## src/rtl/seg_disp_scroll.sv

```systemverilog
// 8-digit multiplexed seven-segment driver for the key-control stage:
// edit view with a blinking live digit, plus a one-shot scroll of a latched snapshot.
module seg_disp_scroll #(
    parameter int SCAN_DIV   = 50000,
    parameter int BLINK_DIV  = 12500000,
    parameter int SCROLL_DIV = 25000000
) (
    input  logic        clk,
    input  logic        rst_n,
    input  logic [31:0] disp_data,
    input  logic [3:0]  weishu,
    input  logic [3:0]  shuzi,
    input  logic        disp_data_en,
    output logic [7:0]  an,
    output logic [7:0]  seg,
    output logic        scroll_busy
);
    localparam int SCW = ($clog2(SCAN_DIV)   < 1) ? 1 : $clog2(SCAN_DIV);
    localparam int BLW = ($clog2(BLINK_DIV)  < 1) ? 1 : $clog2(BLINK_DIV);
    localparam int SRW = ($clog2(SCROLL_DIV) < 1) ? 1 : $clog2(SCROLL_DIV);

    typedef enum logic {EDIT, SCROLL} state_t;

    state_t          state, state_nxt;
    logic [SCW-1:0]  scan_cnt;
    logic [2:0]      scan_idx;
    logic [BLW-1:0]  blink_cnt;
    logic            blink_ph;
    logic [SRW-1:0]  scroll_cnt, scroll_cnt_nxt;
    logic [3:0]      step, step_nxt;
    logic [31:0]     snapshot, snapshot_nxt;
    logic            busy_nxt;
    logic            en_d;
    logic            rise;
    logic [3:0]      nib;
    logic            blank;
    logic [4:0]      fidx;
    logic [7:0]      seg_nxt;

    assign rise = disp_data_en & ~en_d;

    function automatic logic [7:0] decode(input logic [3:0] d);
        case (d)
            4'd0:    decode = 8'hC0;
            4'd1:    decode = 8'hF9;
            4'd2:    decode = 8'hA4;
            4'd3:    decode = 8'hB0;
            4'd4:    decode = 8'h99;
            4'd5:    decode = 8'h92;
            4'd6:    decode = 8'h82;
            4'd7:    decode = 8'hF8;
            4'd8:    decode = 8'h80;
            4'd9:    decode = 8'h90;
            default: decode = 8'hFF;
        endcase
    endfunction

    // A rising edge always wins, so a trigger mid-scroll restarts from step 0.
    always_comb begin
        state_nxt      = state;
        step_nxt       = step;
        scroll_cnt_nxt = scroll_cnt;
        snapshot_nxt   = snapshot;
        busy_nxt       = scroll_busy;
        if (rise) begin
            state_nxt      = SCROLL;
            step_nxt       = 4'd0;
            scroll_cnt_nxt = '0;
            snapshot_nxt   = disp_data;
            busy_nxt       = 1'b1;
        end else if (state == SCROLL) begin
            if (scroll_cnt == SRW'(SCROLL_DIV - 1)) begin
                scroll_cnt_nxt = '0;
                if (step == 4'd15) begin
                    state_nxt = EDIT;
                    busy_nxt  = 1'b0;
                end else begin
                    step_nxt = step + 4'd1;
                end
            end else begin
                scroll_cnt_nxt = scroll_cnt + SRW'(1);
            end
        end
    end

    // Frame index into {8 blanks, snapshot nibbles 7..0}; 8..15 map to nibble 15-fidx.
    always_comb begin
        nib   = 4'd0;
        blank = 1'b0;
        fidx  = 5'(step) + 5'(3'd7 - scan_idx);
        if (state == SCROLL) begin
            if (fidx >= 5'd8 && fidx <= 5'd15)
                nib = snapshot[{~fidx[2:0], 2'b00} +: 4];
            else
                blank = 1'b1;
        end else if (!weishu[3] && weishu[2:0] == scan_idx) begin
            nib   = shuzi;
            blank = blink_ph;
        end else begin
            nib = disp_data[{scan_idx, 2'b00} +: 4];
        end
        seg_nxt = blank ? 8'hFF : decode(nib);
    end

    always_ff @(posedge clk or negedge rst_n) begin
        if (!rst_n) begin
            state       <= EDIT;
            scan_cnt    <= '0;
            scan_idx    <= 3'd0;
            blink_cnt   <= '0;
            blink_ph    <= 1'b0;
            scroll_cnt  <= '0;
            step        <= 4'd0;
            snapshot    <= 32'd0;
            scroll_busy <= 1'b0;
            en_d        <= 1'b0;
            an          <= 8'hFF;
            seg         <= 8'hFF;
        end else begin
            state       <= state_nxt;
            scroll_cnt  <= scroll_cnt_nxt;
            step        <= step_nxt;
            snapshot    <= snapshot_nxt;
            scroll_busy <= busy_nxt;
            en_d        <= disp_data_en;
            an          <= ~(8'd1 << scan_idx);
            seg         <= seg_nxt;
            if (scan_cnt == SCW'(SCAN_DIV - 1)) begin
                scan_cnt <= '0;
                scan_idx <= scan_idx + 3'd1;
            end else begin
                scan_cnt <= scan_cnt + SCW'(1);
            end
            if (blink_cnt == BLW'(BLINK_DIV - 1)) begin
                blink_cnt <= '0;
                blink_ph  <= ~blink_ph;
            end else begin
                blink_cnt <= blink_cnt + BLW'(1);
            end
        end
    end
endmodule

```

## config.mk

```make
export PLATFORM = sky130hd
export DESIGN_NAME = seg_disp_scroll
export DESIGN_NICKNAME = d
export VERILOG_FILES = /design/src/rtl/seg_disp_scroll.sv
export SDC_FILE = /design/constraint.sdc
export NUM_CORES = 1
export LEC_CHECK = 0
export ABC_AREA = 0
export CORE_MARGIN = 2
export CORE_UTILIZATION = 60
export CTS_BUF_LIST = sky130_fd_sc_hd__clkbuf_8
export CTS_CLUSTER_DIAMETER = 40
export DETAILED_ROUTE_END_ITERATION = 16
export DONT_BUFFER_PORTS = 1
export GPL_TIMING_DRIVEN = 0
export PLACE_DENSITY_LB_ADDON = 0.1
export SETUP_SLACK_MARGIN = 0.1
export SKIP_LAST_GASP = 1
export SLEW_MARGIN = 40
export SYNTH_ARGS = -nofsm -noshare
export SYNTH_HDL_FRONTEND = slang
export SYNTH_SLANG_ARGS = --single-unit
```

## constraint.sdc

```tcl
create_clock -name clk -period 9.29 [get_ports clk]
set_input_delay 1.858 -clock clk [delete_from_list [all_inputs] [get_ports clk]]
set_output_delay 1.858 -clock clk [all_outputs]
set_load 0.05 [all_outputs]
```

After elaboration in Yosys (flattened, before gate mapping)
Memories as Yosys holds them, arrays and structs flattened.
Index checks and enable logic that the tools add are counted.
{"block": "word_totals", "word_cells": 68, "output_inout_bits": 17, "n_memories": 1, "input_bits": 43, "mem_bits_ro": 112, "reg_bits": 124}
{"memory": "(name not given)", "words": 16, "width": 7, "read_ports": 1, "rd_ports_with_merged_regs": 0, "wr": 0, "line_no": "43", "source": "case (d)"}
{"block": "op_classes", "shift": 3, "magnitude_cmp": 2, "bitwise": 5, "n_eq_ne": 6, "add_sub_neg": 7, "n_mux": 24, "n_reduce_logical": 8}
{"operator": "$mux W25", "n": 3}
{"operator": "$shiftx A32 B6 Y4", "n": 2}
{"operator": "$mux W4", "n": 7}
{"operator": "$add A25 B1 Y25 const B", "n": 1}
{"operator": "$eq A25 B25 Y1 const B", "n": 1}
{"operator": "$add A24 B1 Y24 const B", "n": 1}
{"operator": "$eq A24 B24 Y1 const B", "n": 1}
{"operator": "$mux W24", "n": 1}
{"operator": "$add A16 B1 Y16 const B", "n": 1}
{"operator": "$eq A16 B16 Y1 const B", "n": 1}
{"operator": "$mux W16", "n": 1}
{"operator": "$mux W1", "n": 11}
{"operator": "$mux W8", "n": 1}
{"operator": "$not A8 Y8", "n": 1}
{"operator": "$shl A1 B3 Y8 const A", "n": 1}
{"operator": "$reduce_and A3 Y1", "n": 2}
{"operator": "$reduce_bool A2 Y1", "n": 3}
{"operator": "$add A4 B5 Y5", "n": 1}
{"operator": "$ge A5 B4 Y1 const B", "n": 1}
{"operator": "$le A5 B4 Y1 const B", "n": 1}
{"operator": "$add A4 B1 Y4 const B", "n": 1}
{"operator": "$eq A4 B4 Y1 const B", "n": 1}
{"operator": "$sub A3 B3 Y4 const A", "n": 1}
{"operator": "$add A3 B1 Y3 const B", "n": 1}
{"operator": "7 further kinds", "n": 9}

Depth between registers and ports, before layout
An unclocked memory read counts as a cell.
{"block": "depth", "ltp_word": 8, "ltp_mapped": 13, "mapped_depth_nobuf": 10}

Worst setup path after synthesis
No wires, ideal clock.
{"block": "synth_timing", "kind": "input -> register", "start": "input weishu[2]", "end": "register seg[2]", "n_path_buf": 1, "path_slack_ps": 5414, "t_required_ps": 9179, "arrival_time_ps": 3765, "path_stages": 8, "cell_sequence": "xor2_1 -> or4_4 -> buf_6 -> and3_2 -> o32ai_4 -> ha_1 -> inv_1 -> o311ai_0"}
{"block": "synth_between", "elab_chain_cells": 6, "elab_cells_between_ends": 8, "cone_classes": "eq/ne (1); mux (5); reduce/logical (1); memory (1)"}
{"element": "from (decl)", "line_no": "11", "source": "input logic [3:0] weishu,"}
{"element": "$eq A3 B3 Y1 *", "line_no": "96", "source": "end else if (!weishu[3] && weishu[2:0] == scan_idx) begin"}
{"element": "$logic_and A1 B1 Y1 *", "line_no": "96"}
{"element": "$mux W4", "line_no": "96"}
{"element": "$mux W4", "line_no": "91", "source": "if (state == SCROLL) begin"}
{"element": "$mem_v2 Z16 W7"}
{"element": "$mux W8 *", "line_no": "102", "source": "seg_nxt = blank ? 8'hFF : decode(nib);"}
{"element": "net seg_nxt[2]", "line_no": "38", "source": "logic [7:0] seg_nxt;"}
{"element": "to (signal assigned)", "line_no": "127", "source": "seg <= seg_nxt;"}
{"element": "to (decl)", "line_no": "15", "source": "output logic [7:0] seg,"}
The timed path passes the listed nets; every way through them passes the cells marked *.
A chain may end at the register's enable or synchronous reset.

Worst setup path after layout
{"block": "layout_timing", "start": "register scan_idx[0]", "end": "register seg[0]"}
{"block": "layout_between", "elab_chain_cells": 8, "elab_cells_between_ends": 18, "cone_classes": "add/sub (2); order compare (2); eq/ne (1); shift (2); mux (7); bitwise (1); reduce/logical (2); memory (1)"}
{"element": "from (decl)", "line_no": "26", "source": "logic [2:0] scan_idx;"}
{"element": "from (signal assigned)", "line_no": "130", "source": "scan_idx <= scan_idx + 3'd1;"}
{"element": "$sub A3 B3 Y4", "line_no": "90", "source": "fidx = 5'(step) + 5'(3'd7 - scan_idx);"}
{"element": "$add A4 B5 Y5", "line_no": "90"}
{"element": "$not A3 Y3, or another cell as far along", "line_no": "93", "source": "nib = snapshot[{~fidx[2:0], 2'b00} +: 4];"}
{"element": "$shiftx A32 B6 Y4 or $logic_and A1 B1 Y1 (tied branches)", "line_no": "93, 92"}
{"element": "$mux W4", "line_no": "92", "source": "if (fidx >= 5'd8 && fidx <= 5'd15)"}
{"element": "$mux W4", "line_no": "91"}
{"element": "$mem_v2 Z16 W7"}
{"element": "$mux W8 *", "line_no": "102"}
{"element": "net seg_nxt[0]", "line_no": "38"}
Marks and branches as above.

==> results.toml <==
[critical_path]
cp_data_arrival_time_ns = 4.37
critPathMaxStageDelay_ns = 0.60
worstSetupEndpointType = "register"
crit_required_ns = 9.67
reg2reg_setup_slack_ns = 5.29
cp-start-kind = "register"
path_class = "register to register"
crit_chain = "buf_2, buf_4, inv_1, ha_1, fa_1, clkbuf_1, mux4_2, mux2i_1, o32ai_2, or4b_1, nand3_1"
crit_fanout = 10
critPathSlowestCell = "or4b_1"

[clocking]
clk_pin_slew_ns = 0.07
cts_resized = 0
cts_root_buf = "clkbuf_8"
clk_path_buf_depth = 2
htreeDepth = 4
clk_latency_ns = 0.45
clock_sinks = 123
cts_hold_buf = 0
post_cts_buffers = 0
numCtsBuffers = 17
cts_tree = "done"

[floorplanning]
pin_count = 60
initial_core_util_pct = 61.57
coreArea_um2 = 10320
die_w_um = 106.9
dieArea_um2 = 11430
die_h_um = 106.9
rows = 37

[synthesis]
ys_seq_area_share_pct = 48.72
synth_top_area_share_pct = 42.52
synth_top_family_by_area = "simple AND/OR/NAND/NOR gates"
synth_cell_type_count = 64
syn_avg_cell_area_um2 = 9.885
synth_adder_area_share_pct = 3.465
synth_nets = 703
synth.ff_latch_count = 123
yosys.area.top_type = "dfrtp_1"
synth_common_cells = "nand2_1, dfrtp_1, nor2_1"
yosysWarnings = 0
synth.most_common_cell = "nand2_1"
syn_area_um2 = 6356
ys_async_sr_fraction_pct = 100.0
yosys.area_share.simple_pct = 23.17
synth_edf_count = 0
netlist_instances = 643
synth.area.mux_share_pct = 6.437
synth_compound_area_share_pct = 8.071
synthXorXnorAreaFrac_pct = 7.303
synth_flop_cell = "dfrtp_1"
yosys-top-cells-area = "dfrtp_1, nand2_1, dfstp_2"

[route]
vias = 4786
avgRoutedWirePerCell_um = 17.45
avgViaCountPerCell = 5.901
drc_errors = 0
first_pass_iters = 6
drt_iter0_markers = 320
drt_wl_total_um = 14160
final_antenna_net_count = 0

[hold_path]
min_path_type = "register to register"

[power_and_ir_drop]
p_leak_nw = 3.120
cellPowerDensity_nw_per_um2 = 162.2
vdd_drop_max_uv = 190.6

[placed_design]
place_hpwl_um = 9959
gp_congestion = 0.8388
io_buffers = 0
placed_area_um2 = 6540

[sta]
timing.final.crit_period_ns = 3.995
hold_viol = 0
setup_viol = 0
relSlewSlack_pct = 49.04
tightest_slew_ns = 0.7632
min_period_over_period_pct = 43.00
setup_tns_ns = 0
grt_setup_unrepaired = "false"
slew_viol_final = 0
fmax_ghz = 0.2503
fin_skew_ns = 0.009868

[finish]
fin_area_um2 = 6948
final_nets = 722
insertedDiodeCount = 0
synthToLayoutAreaGrowth_pct = 9.311
drive_above_1_share_pct = 11.26
fillers = 834

[status]
outcome = "completed"

[global_route]
grt_max_degree = 124
overflow = 0
antenna_found_initial = 0
grt_pass1_wl_um = 23400
grt_pass1_vias = 4679
grt_usage_pct = 26.71

[job]
drv_cap = 0
stage by stage:
step / utilization, % / total power [W] / worst slack (ns) / hold slack (ns) / instances
finish: 67.30 / 0.001127 / 5.295 / 0.4760 / 811
global route: 67.30 / 0.001170 / 5.100 / 0.5048 / 811
CTS: 67.13 / 0.001135 / 5.344 / 0.4778 / 811
detailed placement: 63.35 / 0.0006642 / 5.226 / 0.4603 / 779
global placement: 63.22 / 0.0006596 / 5.280 / 0.4526 / 779
floorplan: - / 0.0006456 / 5.414 / 0.4403 / 643
registers in the layout, indices dropped and copies added (netlist names), 3 cells and up:
signal	cells
an	8
blink_cnt	24
scan_cnt	16
scan_idx	3
scroll_cnt	25
seg	7
snapshot	32
step	4
where the power goes:
part | switching, W | total [W] | internal [W]
clock | 0.000206 | 0.000471 | 0.000264
sequential | 0.0000225 | 0.000585 | 0.000562
combinational | 0.0000384 | 0.0000714 | 0.0000330
total | 0.000267 | 0.00113 | 0.000860
worst max-delay path, delay by kind of cell (launching register included):
kind / cells / cell delay, ns
AO/OA/AOI/OAI: 1 / 0.24
adder cells (fa/ha/maj): 2 / 0.74
buffers and inverters: 4 / 1.16
flip-flops: 1 / 0.38
multiplexers: 2 / 0.71
AND/OR/NAND/NOR: 2 / 0.70
cells in the final DEF, fill, tap and decap left out, types with 6 or more instances in the layout:
cell / n
a21oi_1: 14
and3_1: 14
clkbuf_1: 16
clkbuf_8: 18
dfrtp_1: 108
dfstp_2: 15
ha_1: 16
inv_1: 18
mux2i_1: 15
mux4_2: 11
nand2_1: 146
nand3_1: 25
nand4_1: 18
nor2_1: 46
nor2b_1: 6
nor3_1: 14
o21ai_0: 22
or3_1: 9
xnor2_1: 24
xor2_1: 29
metal layers:
| metal | track usage [%] | part of all wire [%] | vias up |
|---|---|---|---|
| li1 | - | - | 2278 |
| met1 | 35.64 | 43 | 2345 |
| met2 | 41.45 | 49 | 132 |
| met3 | 7.964 | 6.4 | 31 |
| met4 | 10.20 | 1.7 | 0 |
| met5 | 0 | 0 | - |
cells by family (layout without fill, tap and decap cells):
group                      Yosys count  in the layout
adders and majority gates           17             17
xor gates and xnor gates            53             53
AOI/OAI and AO/OA                   71             71
other                                1              1
buffers and inverters               39             71
and+or+nand+nor                    312            312
muxes                               27             27
DFF                                123            123
area by class of cell:
class                   instances  area [um2]  area share, %
plain buffers                  26       127.6          1.837
clock buffers                  18       247.7          3.566
clock inverters                14       142.6          2.053
inverters                      13       48.80         0.7023
multi-input cells             481        3114          44.82
flip-flops and latches        123        3097          44.57
well taps                     136       170.2          2.449
final timing paths:
check	startpoint	endpoint	depth (start not counted)
setup / recovery	scan_idx[0]	seg[0]	11
hold / removal	snapshot[23]	snapshot[23]	2
setup reg to reg	scan_idx[0]	seg[0]	11
hold reg to reg	snapshot[23]	snapshot[23]	2
max in group asynchronous	rst_n	an[6]	0
min in group asynchronous	rst_n	scroll_cnt[21]	0
No activity file was read; power rests on OpenSTA's default activity.
